==> src/rtl/opb_regbank_pkg.sv <==
// Shared types, CTRL register layout and byte-lane merge for the OPB register bank.
package opb_regbank_pkg;

    typedef enum logic [0:0] {
        ST_IDLE = 1'b0,
        ST_ACK  = 1'b1
    } state_t;

    localparam int CTRL_COMMIT  = 0;
    localparam int CTRL_AUTO    = 1;
    localparam int CTRL_CNT_LSB = 16;
    localparam int CNT_W        = 16;

    // be[0] enables bits [7:0]; callers present OPB_BE reversed so lane 0 is the LSB byte.
    function automatic logic [31:0] be_merge(input logic [31:0] old_w,
                                             input logic [31:0] new_w,
                                             input logic [3:0]  be);
        logic [31:0] res;
        for (int b = 0; b < 4; b++) begin
            res[8*b +: 8] = be[b] ? new_w[8*b +: 8] : old_w[8*b +: 8];
        end
        return res;
    endfunction

endpackage

==> src/rtl/opb_regbank_slice.sv <==
// One shadow/live register pair. Shadow takes bus writes; live follows on commit,
// or alongside the shadow when writes are direct (auto-commit).
module opb_regbank_slice
    import opb_regbank_pkg::*;
(
    input  logic        clk,
    input  logic        rst_n,
    input  logic        wr_en,
    input  logic [3:0]  be,
    input  logic [31:0] wdata,
    input  logic        commit,
    input  logic        direct,
    output logic [31:0] shadow,
    output logic [31:0] live
);

    logic [31:0] r_shadow;
    logic [31:0] r_live;

    always_ff @(posedge clk) begin
        if (!rst_n) begin
            r_shadow <= '0;
            r_live   <= '0;
        end else begin
            if (wr_en) begin
                r_shadow <= be_merge(r_shadow, wdata, be);
            end
            if (commit) begin
                r_live <= r_shadow;
            end else if (wr_en && direct) begin
                r_live <= be_merge(r_live, wdata, be);
            end
        end
    end

    assign shadow = r_shadow;
    assign live   = r_live;

endmodule

==> src/rtl/opb_register_bank_ppc2simulink.sv <==
// OPB slave exposing N_REGS double-buffered 32-bit registers plus a CTRL word
// (commit strobe, auto-commit mode, commit counter) to user logic.
module opb_register_bank_ppc2simulink
    import opb_regbank_pkg::*;
#(
    parameter int                      C_OPB_AWIDTH = 32,
    parameter int                      C_OPB_DWIDTH = 32,
    parameter logic [C_OPB_AWIDTH-1:0] C_BASEADDR   = 32'h01000A00,
    parameter logic [C_OPB_AWIDTH-1:0] C_HIGHADDR   = 32'h01000AFF,
    parameter int                      N_REGS       = 4,
    parameter int                      READ_LIVE    = 0
) (
    input  logic                    OPB_Clk,
    input  logic                    OPB_Rst_n,
    input  logic [0:C_OPB_AWIDTH-1] OPB_ABus,
    input  logic [0:3]              OPB_BE,
    input  logic [0:31]             OPB_DBus,
    input  logic                    OPB_RNW,
    input  logic                    OPB_select,
    input  logic                    OPB_seqAddr,
    output logic [0:31]             Sl_DBus,
    output logic                    Sl_xferAck,
    output logic                    Sl_errAck,
    output logic                    Sl_retry,
    output logic                    Sl_toutSup,
    output logic [32*N_REGS-1:0]    user_data_out,
    output logic                    user_update
);

    localparam int AW = C_OPB_AWIDTH;

    state_t             r_state;
    logic               r_rnw_p1;
    logic [AW-1:0]      r_widx_p1;
    logic [31:0]        r_rdata_p1;
    logic               r_auto;
    logic [CNT_W-1:0]   r_count;
    logic               r_update;

    logic [AW-1:0]      w_addr;
    logic [AW-1:0]      w_offset;
    logic [AW-1:0]      w_widx_p0;
    logic               w_hit_p0;
    logic [31:0]        w_rd_p0;
    logic [31:0]        w_ctrl;
    logic [31:0]        w_wdata;
    logic [3:0]         w_be;
    logic               w_wr_p1;
    logic               w_data_wr_p1;
    logic               w_ctrl_wr_p1;
    logic               w_commit_p1;
    logic               w_bump_p1;
    logic [31:0]        w_shadow [N_REGS];
    logic [31:0]        w_live   [N_REGS];
    logic               w_unused_seq;

    // Big-endian bus vectors land in LSB-0 vectors bit-reversed: DBus[31] -> bit 0, BE[3] -> lane 0.
    assign w_addr       = OPB_ABus;
    assign w_wdata      = OPB_DBus;
    assign w_be         = OPB_BE;
    assign w_unused_seq = OPB_seqAddr;

    // ---- p0: request decode and read mux ----
    assign w_offset  = w_addr - C_BASEADDR;
    assign w_widx_p0 = w_offset >> 2;
    assign w_hit_p0  = OPB_select && (w_addr >= C_BASEADDR) && (w_addr <= C_HIGHADDR);

    always_comb begin
        w_ctrl = '0;
        w_ctrl[CTRL_CNT_LSB +: CNT_W] = r_count;
        w_ctrl[CTRL_AUTO]             = r_auto;
    end

    always_comb begin
        w_rd_p0 = '0;
        for (int i = 0; i < N_REGS; i++) begin
            if (w_widx_p0 == AW'(i)) begin
                w_rd_p0 = (READ_LIVE != 0) ? w_live[i] : w_shadow[i];
            end
        end
        if (w_widx_p0 == AW'(N_REGS)) begin
            w_rd_p0 = w_ctrl;
        end
    end

    always_ff @(posedge OPB_Clk) begin
        if (!OPB_Rst_n) begin
            r_state    <= ST_IDLE;
            r_rnw_p1   <= 1'b0;
            r_widx_p1  <= '0;
            r_rdata_p1 <= '0;
        end else begin
            case (r_state)
                ST_IDLE: begin
                    if (w_hit_p0) begin
                        r_state    <= ST_ACK;
                        r_rnw_p1   <= OPB_RNW;
                        r_widx_p1  <= w_widx_p0;
                        r_rdata_p1 <= OPB_RNW ? w_rd_p0 : 32'd0;
                    end else begin
                        r_rdata_p1 <= '0;
                    end
                end
                ST_ACK: begin
                    r_state    <= ST_IDLE;
                    r_rdata_p1 <= '0;
                end
                default: begin
                    r_state    <= ST_IDLE;
                    r_rdata_p1 <= '0;
                end
            endcase
        end
    end

    // ---- p1: ack cycle, writes and commits take effect at its closing edge ----
    assign w_wr_p1      = (r_state == ST_ACK) && !r_rnw_p1;
    assign w_data_wr_p1 = w_wr_p1 && (r_widx_p1 < AW'(N_REGS));
    assign w_ctrl_wr_p1 = w_wr_p1 && (r_widx_p1 == AW'(N_REGS)) && w_be[0];
    assign w_commit_p1  = w_ctrl_wr_p1 && w_wdata[CTRL_COMMIT];
    assign w_bump_p1    = w_commit_p1 || (w_data_wr_p1 && r_auto);

    // A mode change written together with a commit only affects later transfers.
    always_ff @(posedge OPB_Clk) begin
        if (!OPB_Rst_n) begin
            r_auto   <= 1'b0;
            r_count  <= '0;
            r_update <= 1'b0;
        end else begin
            if (w_ctrl_wr_p1) begin
                r_auto <= w_wdata[CTRL_AUTO];
            end
            if (w_bump_p1) begin
                r_count <= r_count + CNT_W'(1);
            end
            r_update <= w_bump_p1;
        end
    end

    for (genvar gi = 0; gi < N_REGS; gi++) begin : g_slice
        opb_regbank_slice u_slice (
            .clk    (OPB_Clk),
            .rst_n  (OPB_Rst_n),
            .wr_en  (w_data_wr_p1 && (r_widx_p1 == AW'(gi))),
            .be     (w_be),
            .wdata  (w_wdata),
            .commit (w_commit_p1),
            .direct (r_auto),
            .shadow (w_shadow[gi]),
            .live   (w_live[gi])
        );
        assign user_data_out[32*gi +: 32] = w_live[gi];
    end

    // ---- p2: user-visible outputs; bus outputs forced low while reset is held ----
    assign Sl_xferAck  = (r_state == ST_ACK) && OPB_Rst_n;
    assign Sl_DBus     = OPB_Rst_n ? r_rdata_p1 : 32'd0;
    assign Sl_errAck   = 1'b0;
    assign Sl_retry    = 1'b0;
    assign Sl_toutSup  = 1'b0;
    assign user_update = r_update;

endmodule

==> config.mk <==
export PLATFORM = sky130hd
export DESIGN_NAME = opb_register_bank_ppc2simulink
export DESIGN_NICKNAME = d
export VERILOG_FILES = /design/src/rtl/opb_regbank_pkg.sv /design/src/rtl/opb_regbank_slice.sv /design/src/rtl/opb_register_bank_ppc2simulink.sv
export SDC_FILE = /design/constraint.sdc
export NUM_CORES = 1
export LEC_CHECK = 0
export ABC_AREA = 1
export BUFFER_PORTS_ARGS = -buffer_cell sky130_fd_sc_hd__buf_2
export CAP_MARGIN = 40
export CORE_MARGIN = 3
export CORE_UTILIZATION = 62
export CTS_CLUSTER_SIZE = 14
export DETAILED_ROUTE_END_ITERATION = 16
export MAX_ROUTING_LAYER = met4
export PLACE_DENSITY = 0.85
export RECOVER_POWER = 25
export SETUP_SLACK_MARGIN = 0.5
export SYNTH_ARGS = -nofsm -noshare
export SYNTH_HDL_FRONTEND = slang
export SYNTH_SLANG_ARGS = --single-unit
export TNS_END_PERCENT = 10
==> constraint.sdc <==
create_clock -name OPB_Clk -period 6.1 [get_ports OPB_Clk]
set_clock_uncertainty 0.15 [all_clocks]
set_input_delay 0.305 -clock OPB_Clk [delete_from_list [all_inputs] [get_ports OPB_Clk]]
set_output_delay 0.305 -clock OPB_Clk [all_outputs]
set_load 0.05 [all_outputs]
* Yosys cells after proc, flatten, opt, wreduce, memory -nomap -nowiden
Cells that the tools add are included.
** Storage, ports and cells
- Bits of input ports :: 73
- Output and inout bits :: 165
- Word-level logic and storage cells :: 138
- Flip-flop bits (word level) :: 338
** Operators by class
- Magnitude comparators :: 3
- Equal/unequal tests :: 8
- Mux-type cells :: 23
- Bitwise operators :: 1
- Add/sub/neg operators :: 2
- Reduce and logical (&&, ||, !) cells :: 62
** Operators with widths (number)
- 32-bit 2-to-1 mux :: 16
- 30-bit by 2-bit == test with 1-bit output, second input constant :: 4
- 2-bit AND reduction :: 33
- 32-bit logical NOT :: 2
- 32-bit one-hot mux with 2 select lines :: 1
- 30-bit by 1-bit == test with 1-bit output, second input constant :: 2
- 30-bit by 3-bit == test with 1-bit output, second input constant :: 2
- 32-bit by 25-bit >= comparator with 1-bit output, second input constant :: 1
- 32-bit by 25-bit <= comparator with 1-bit output, second input constant :: 1
- 8-bit 2-to-1 mux :: 4
- 32-bit by 25-bit subtractor with 32-bit output, second input constant :: 1
- 30-bit by 3-bit less-than comparator with 1-bit output, second input constant :: 1
- 1-bit logical AND :: 17
- 16-bit by 1-bit adder with 16-bit output, second input constant :: 1
- 2-bit nonzero test :: 8
- 1-bit one-hot mux with 2 select lines :: 1
- 1-bit logical NOT :: 1
- 1-bit logical OR :: 1
- 1-bit 2-to-1 mux :: 1
- 1-bit inverter :: 1

* Longest topological paths before layout
- Word-level depth :: 10
- Gate-level depth with buffers :: 21

* By module
A second synthesis with hierarchy kept.
** Second synthesis, totals
- Cell total of the unflattened synthesis :: 2760
- Area, all modules :: 17016.3 µm²
** Modules (own cells, without submodules)
- opb_regbank_slice :: instances 4, area an instance 2934.1 µm², cells each 462
- opb_register_bank_ppc2simulink :: instances 1, area an instance 5280.1 µm², cells each 912

* Worst setup path after synthesis
Ideal clock, no wire load.
- Path kind :: input port to flip-flop
- Start point :: input port OPB_ABus[22] (netlist name)
- End point :: register r_rdata_p1[27]
- Path buffers :: 2
- Slack :: 3.747 ns
- Arrival time :: 2.071 ns
- Setup time :: 0.132 ns
- Cell stages on the path :: 21
- Cells stage by stage :: inv_1 -> ha_1 -> inv_1 -> nand2_1 -> nand2_1 -> nor2_2 -> nand2_1 -> nand2_1 -> nand2_1 -> nor2_1 -> nand2_1 -> nor2_1 -> nand3_2 -> nor2_8 -> buf_6 -> buf_6 -> nand4_1 -> nand2_1 -> inv_1 -> o21ai_1 -> a21oi_1
** On the way
- Word-level cells in the longest chain between the ends :: 10
- Elaborated cells between the ends (all ways) :: 18
** RTL lines
- start: declaration :: RTL line opb_register_bank_ppc2simulink.sv:15 : input logic [0:C_OPB_AWIDTH-1] OPB_ABus,
- 32-bit by 25-bit subtractor with 32-bit output :: RTL line opb_register_bank_ppc2simulink.sv:64 : assign w_offset = w_addr - C_BASEADDR;
- 32-bit logical NOT :: RTL line opb_register_bank_ppc2simulink.sv:77 : if (w_widx_p0 == AW'(i)) begin
- 32-bit 2-to-1 mux (4 in a row) :: RTL line opb_register_bank_ppc2simulink.sv:77
- 32-bit 2-to-1 mux :: RTL line opb_register_bank_ppc2simulink.sv:81 : if (w_widx_p0 == AW'(N_REGS)) begin
- 32-bit 2-to-1 mux :: RTL line opb_register_bank_ppc2simulink.sv:99 : r_rdata_p1 <= OPB_RNW ? w_rd_p0 : 32'd0;
- 32-bit 2-to-1 mux * :: RTL line opb_register_bank_ppc2simulink.sv:95 : if (w_hit_p0) begin
- 32-bit one-hot mux with 2 select lines * :: RTL line opb_register_bank_ppc2simulink.sv:93 : case (r_state)
- end signal: assignment :: RTL line opb_register_bank_ppc2simulink.sv:99
- end: declaration :: RTL line opb_register_bank_ppc2simulink.sv:35 : logic [31:0] r_rdata_p1;
Every way passes the cells marked *; elsewhere a longest branch is shown, timed or not.
A chain may end at the register's enable or synchronous reset.

* Worst setup path after layout
- Start point :: register r_widx_p1[16]
- End point :: register g_slice[1].u_slice.r_live[19]
** On the way
- Word-level cells in the longest chain between the ends :: 6
- Elaborated cells between the ends (all ways) :: 13
** RTL lines
- start: declaration :: RTL line opb_register_bank_ppc2simulink.sv:34 : logic [AW-1:0] r_widx_p1;
- start signal: assignment :: RTL line opb_register_bank_ppc2simulink.sv:98 : r_widx_p1 <= w_widx_p0;
- 30-bit by 3-bit less-than comparator with 1-bit output / 30-bit by 3-bit == test with 1-bit output (equally long branches) :: RTL line opb_register_bank_ppc2simulink.sv:118, opb_register_bank_ppc2simulink.sv:119
- 1-bit logical AND, on equally long branches :: RTL line opb_register_bank_ppc2simulink.sv:118, opb_register_bank_ppc2simulink.sv:119
- 1-bit logical AND, on equally long branches :: RTL line opb_register_bank_ppc2simulink.sv:144, opb_register_bank_ppc2simulink.sv:119
- 1-bit logical AND, on equally long branches :: RTL line opb_regbank_slice.sv:30, opb_register_bank_ppc2simulink.sv:120
- 2-bit nonzero test (no source line)
- 2-bit AND reduction (no source line)
- end signal: assignment :: RTL line opb_regbank_slice.sv:29 : r_live <= r_shadow;
- end signal: assignment :: RTL line opb_regbank_slice.sv:31 : r_live <= be_merge(r_live, wdata, be);
- end: declaration :: RTL line opb_regbank_slice.sv:18 : logic [31:0] r_live;
Parallel ways exist; a longest one is shown, timed or not.

==> impl_metrics.py <==
metrics = {
    "pwr": {
        "power_density_mw_per_mm2": 251,
        "vdd_drop_max_mv": 0.250,
        "p_leak_nw": 7.98,
    },
    "synthesis": {
        "synthCells": 2257,
        "yosysMostFrequentCell": "nand2_1",
        "synth_area_sq_mm": 0.0158,
        "syn_avg_cell_area_sq_um": 7.02,
        "synth_top_area_share": 0.427,
        "synthTopCellsByArea": "dfxtp_1, nand2_1, o21ai_0",
        "synth.top_cells.by_count": "nand2_1, dfxtp_1, inv_1",
        "synth.distinct_cells": 48,
        "synthArstFlopShare": 0,
        "synth_edf_count": 0,
        "yosysWarnings": 0,
        "ys_ff_latch": 338,
        "synthFlopType": "dfxtp_1",
        "yosysTopAreaCell": "dfxtp_1",
        "synth_seq_area_share": 0.427,
    },
    "global_route": {
        "grtUsageTotal": 0.356,
        "grt_use_met1": 0.443,
        "grt_pass1_vias": 15900,
        "grt_max_degree": 103,
        "use_met3": 0.0519,
        "grt_use_met2": 0.574,
        "antenna_found_initial": 2,
        "grt_pass1_wl_um": 80000,
        "grt.busiest_layer": "met2",
        "grt.overflow.total": 0,
    },
    "timing": {
        "rsz0062_at_grt": "no",
        "drv_slew": 0,
        "slew_headroom": 0.289,
        "fin_crit_sh": 0.627,
        "final-hold-violation-count": 0,
        "worst_slew_pin_slew_ns": 1.07,
        "min_period_ns": 3.83,
        "max_freq_mhz": 261,
        "setup_viol": 0,
        "setup_tns_ns": 0,
    },
    "setup_path": {
        "max_stage_delay_ns": 0.75,
        "crit_type": "flip-flop to flip-flop",
        "slowest_stage": "a21oi_2",
        "critPathMaxFanout": 79,
        "crit_required_ns": 6.38,
        "cp.arrival_ns": 4.11,
        "cp_cell_sequence": "nor2_1 > inv_1 > nor3_2 > nand4_1 > nor2_1 > nand3_4 > buf_4 > buf_16 > o41ai_2 > nand2_2 > a21oi_2 > o21ai_0 > a31oi_1",
        "worstSetupStartpointType": "flip-flop",
        "crit_top_cell": "nor2_1",
        "crit_family": "simple AND/OR/NAND/NOR gates",
        "crit_buf_inv": 3,
        "cp-end-kind": "flip-flop",
    },
    "cts": {
        "tritoncts": "yes",
        "cts_root_buf": "clkbuf_16",
        "cts.htree.levels": 2,
        "clk_pin_slew_worst_paths_ns": 0.06,
        "clockBufferDepth": 3,
        "postCtsResizedCells": 0,
        "numCtsBuffers": 35,
        "clock_latency_ns": 0.52,
        "clock-sinks": 338,
    },
    "routing": {
        "vias": 16800,
        "drt_iter0_drc": 1864,
        "viasPerCell": 5.96,
        "first_pass_iters": 5,
        "wirelength_um": 49800,
        "drc": 0,
        "wire_per_inst_um": 17.7,
        "antenna_left": 0,
    },
    "outcome": {
        "status": "finished, final reports clean",
    },
    "place": {
        "gp_congestion": 1.01,
        "dpl.cell_count": 2717,
        "dp_hpwl_um": 33100,
        "io_buffer_count": 233,
    },
    "die": {
        "fp.coreArea_sq_mm": 0.0247,
        "dieWidth_um": 166,
        "fp.dieArea_sq_mm": 0.0275,
        "fp.dieH_um": 166,
        "io-pin-count": 238,
        "initial_utilization": 0.642,
        "fp-row-count": 57,
    },
    "hold_path": {
        "hp-class": "input port to flip-flop",
    },
    "layout": {
        "fill_cells": 2016,
        "drive_above_1_share": 0.115,
        "instances_no_fill": 2812,
        "area_delta_synth_final_pct": 16.6,
        "nNetsFinal": 2538,
    },
    "run": {
        "max_cap_viol_count": 0,
    },
}
[final cells by class]
| type | count | area, sq um | share of cell area |
|---|---|---|---|
| diodes | 2 | 5.00 | 0.000271 |
| repair buffers | 293 | 1620 | 0.0876 |
| inverters | 299 | 1120 | 0.0609 |
| clock buffers | 48 | 1030 | 0.0556 |
| well taps | 324 | 405 | 0.0220 |
| multi-input cells | 1496 | 7350 | 0.398 |
| clock inverters | 12 | 164 | 0.00888 |
| flip-flops and latches | 338 | 6770 | 0.366 |
[worst register-to-register path, cell delays in order (launching register included)]
cell     delay, ns
dfxtp_1       0.31
nor2_1        0.16
inv_1         0.08
nor3_2        0.15
nand4_1       0.29
nor2_1        0.36
nand3_4       0.12
buf_4         0.24
buf_16        0.24
o41ai_2       0.11
nand2_2       0.41
a21oi_2       0.75
o21ai_0       0.16
a31oi_1       0.20
[cell usage in the layout, fill, tap and decap left out, types with 12 or more instances in the layout]
master	n
buf_2	113
buf_4	20
nor3_1	42
nor2_2	12
o21ai_0	264
nor2_1	254
nand2_2	14
o21ai_1	38
nand2_1	405
a21oi_1	186
inv_2	21
a211oi_1	27
nand3_1	56
inv_1	275
a311oi_1	24
a211oi_2	16
dlygate4sd3_1	33
a31oi_1	25
nand4_1	82
clkbuf_16	37
clkbuf_1	125
dfxtp_1	338
[path summary, 6_finish.rpt]
path                            slack, ns                          end     startpoint  depth (start not counted)
worst min register to register       0.29                 r_widx_p1[6]   r_widx_p1[6]                          2
worst min-delay path                 0.02                 r_widx_p1[0]   OPB_ABus[29]                          3
worst max register to register       2.27  g_slice[1].u_slice.live[19]  r_widx_p1[16]                         13
worst max-delay path                 2.27  g_slice[1].u_slice.live[19]  r_widx_p1[16]                         13
[sequential cells by signal, indices dropped and copies added (netlist names)]
register and flops:
r_state 1, r_count 16, r_rnw_p1 1, r_rdata_p1 32, user_update 1, g_slice.u_slice.live 128, g_slice.u_slice.shadow 128, r_widx_p1 30
r_auto 1
[per-layer routing]
layer / share of wire / routed length, um
met5: 0 / 0
met4: 0.047 / 2320
met3: 0.091 / 4530
met2: 0.47 / 23400
met1: 0.39 / 19500
[kinds of logic after synthesis]
kind of cell / after synthesis / synth area share
other: 1 / 0.000237
buffers and inverters: 425 / 0.110
AOI/OAI and AO/OA: 591 / 0.209
xor gates and xnor gates: 3 / 0.00166
DFF: 338 / 0.427
adders and majority gates: 2 / 0.00158
and+or+nand+nor: 897 / 0.250
[stage by stage]
step,cell area (sq um),setup WS [ns],utilization,hold WS (ns),total power [mW]
after floorplan,15800,3.75,-,0.265,2.36
after global placement,16900,2.13,0.686,0.271,2.43
after detailed placement,17100,2.08,0.693,0.275,2.43
after CTS,18600,2.41,0.754,0.00317,4.63
after global routing,18500,2.07,0.748,0.0331,4.76
final,18500,2.27,0.748,0.0177,4.64
[report_power, final]
group / total [mW] / internal [mW] / switching [mW] / leakage, nW
Combinational: 0.201 / 0.0616 / 0.140 / 4.67
Sequential: 2.21 / 2.21 / 0.00000000980 / 2.72
Clock: 2.23 / 1.35 / 0.885 / 0.593
Total: 4.64 / 3.61 / 1.02 / 7.98
[repair_timing]
action	CTS	global route
hold endpoints to repair	128	0
setup buffers	0	0
hold buffers	33	0
endpoints found under the setup margin	0	0
Power figures use the tool's default switching activity.
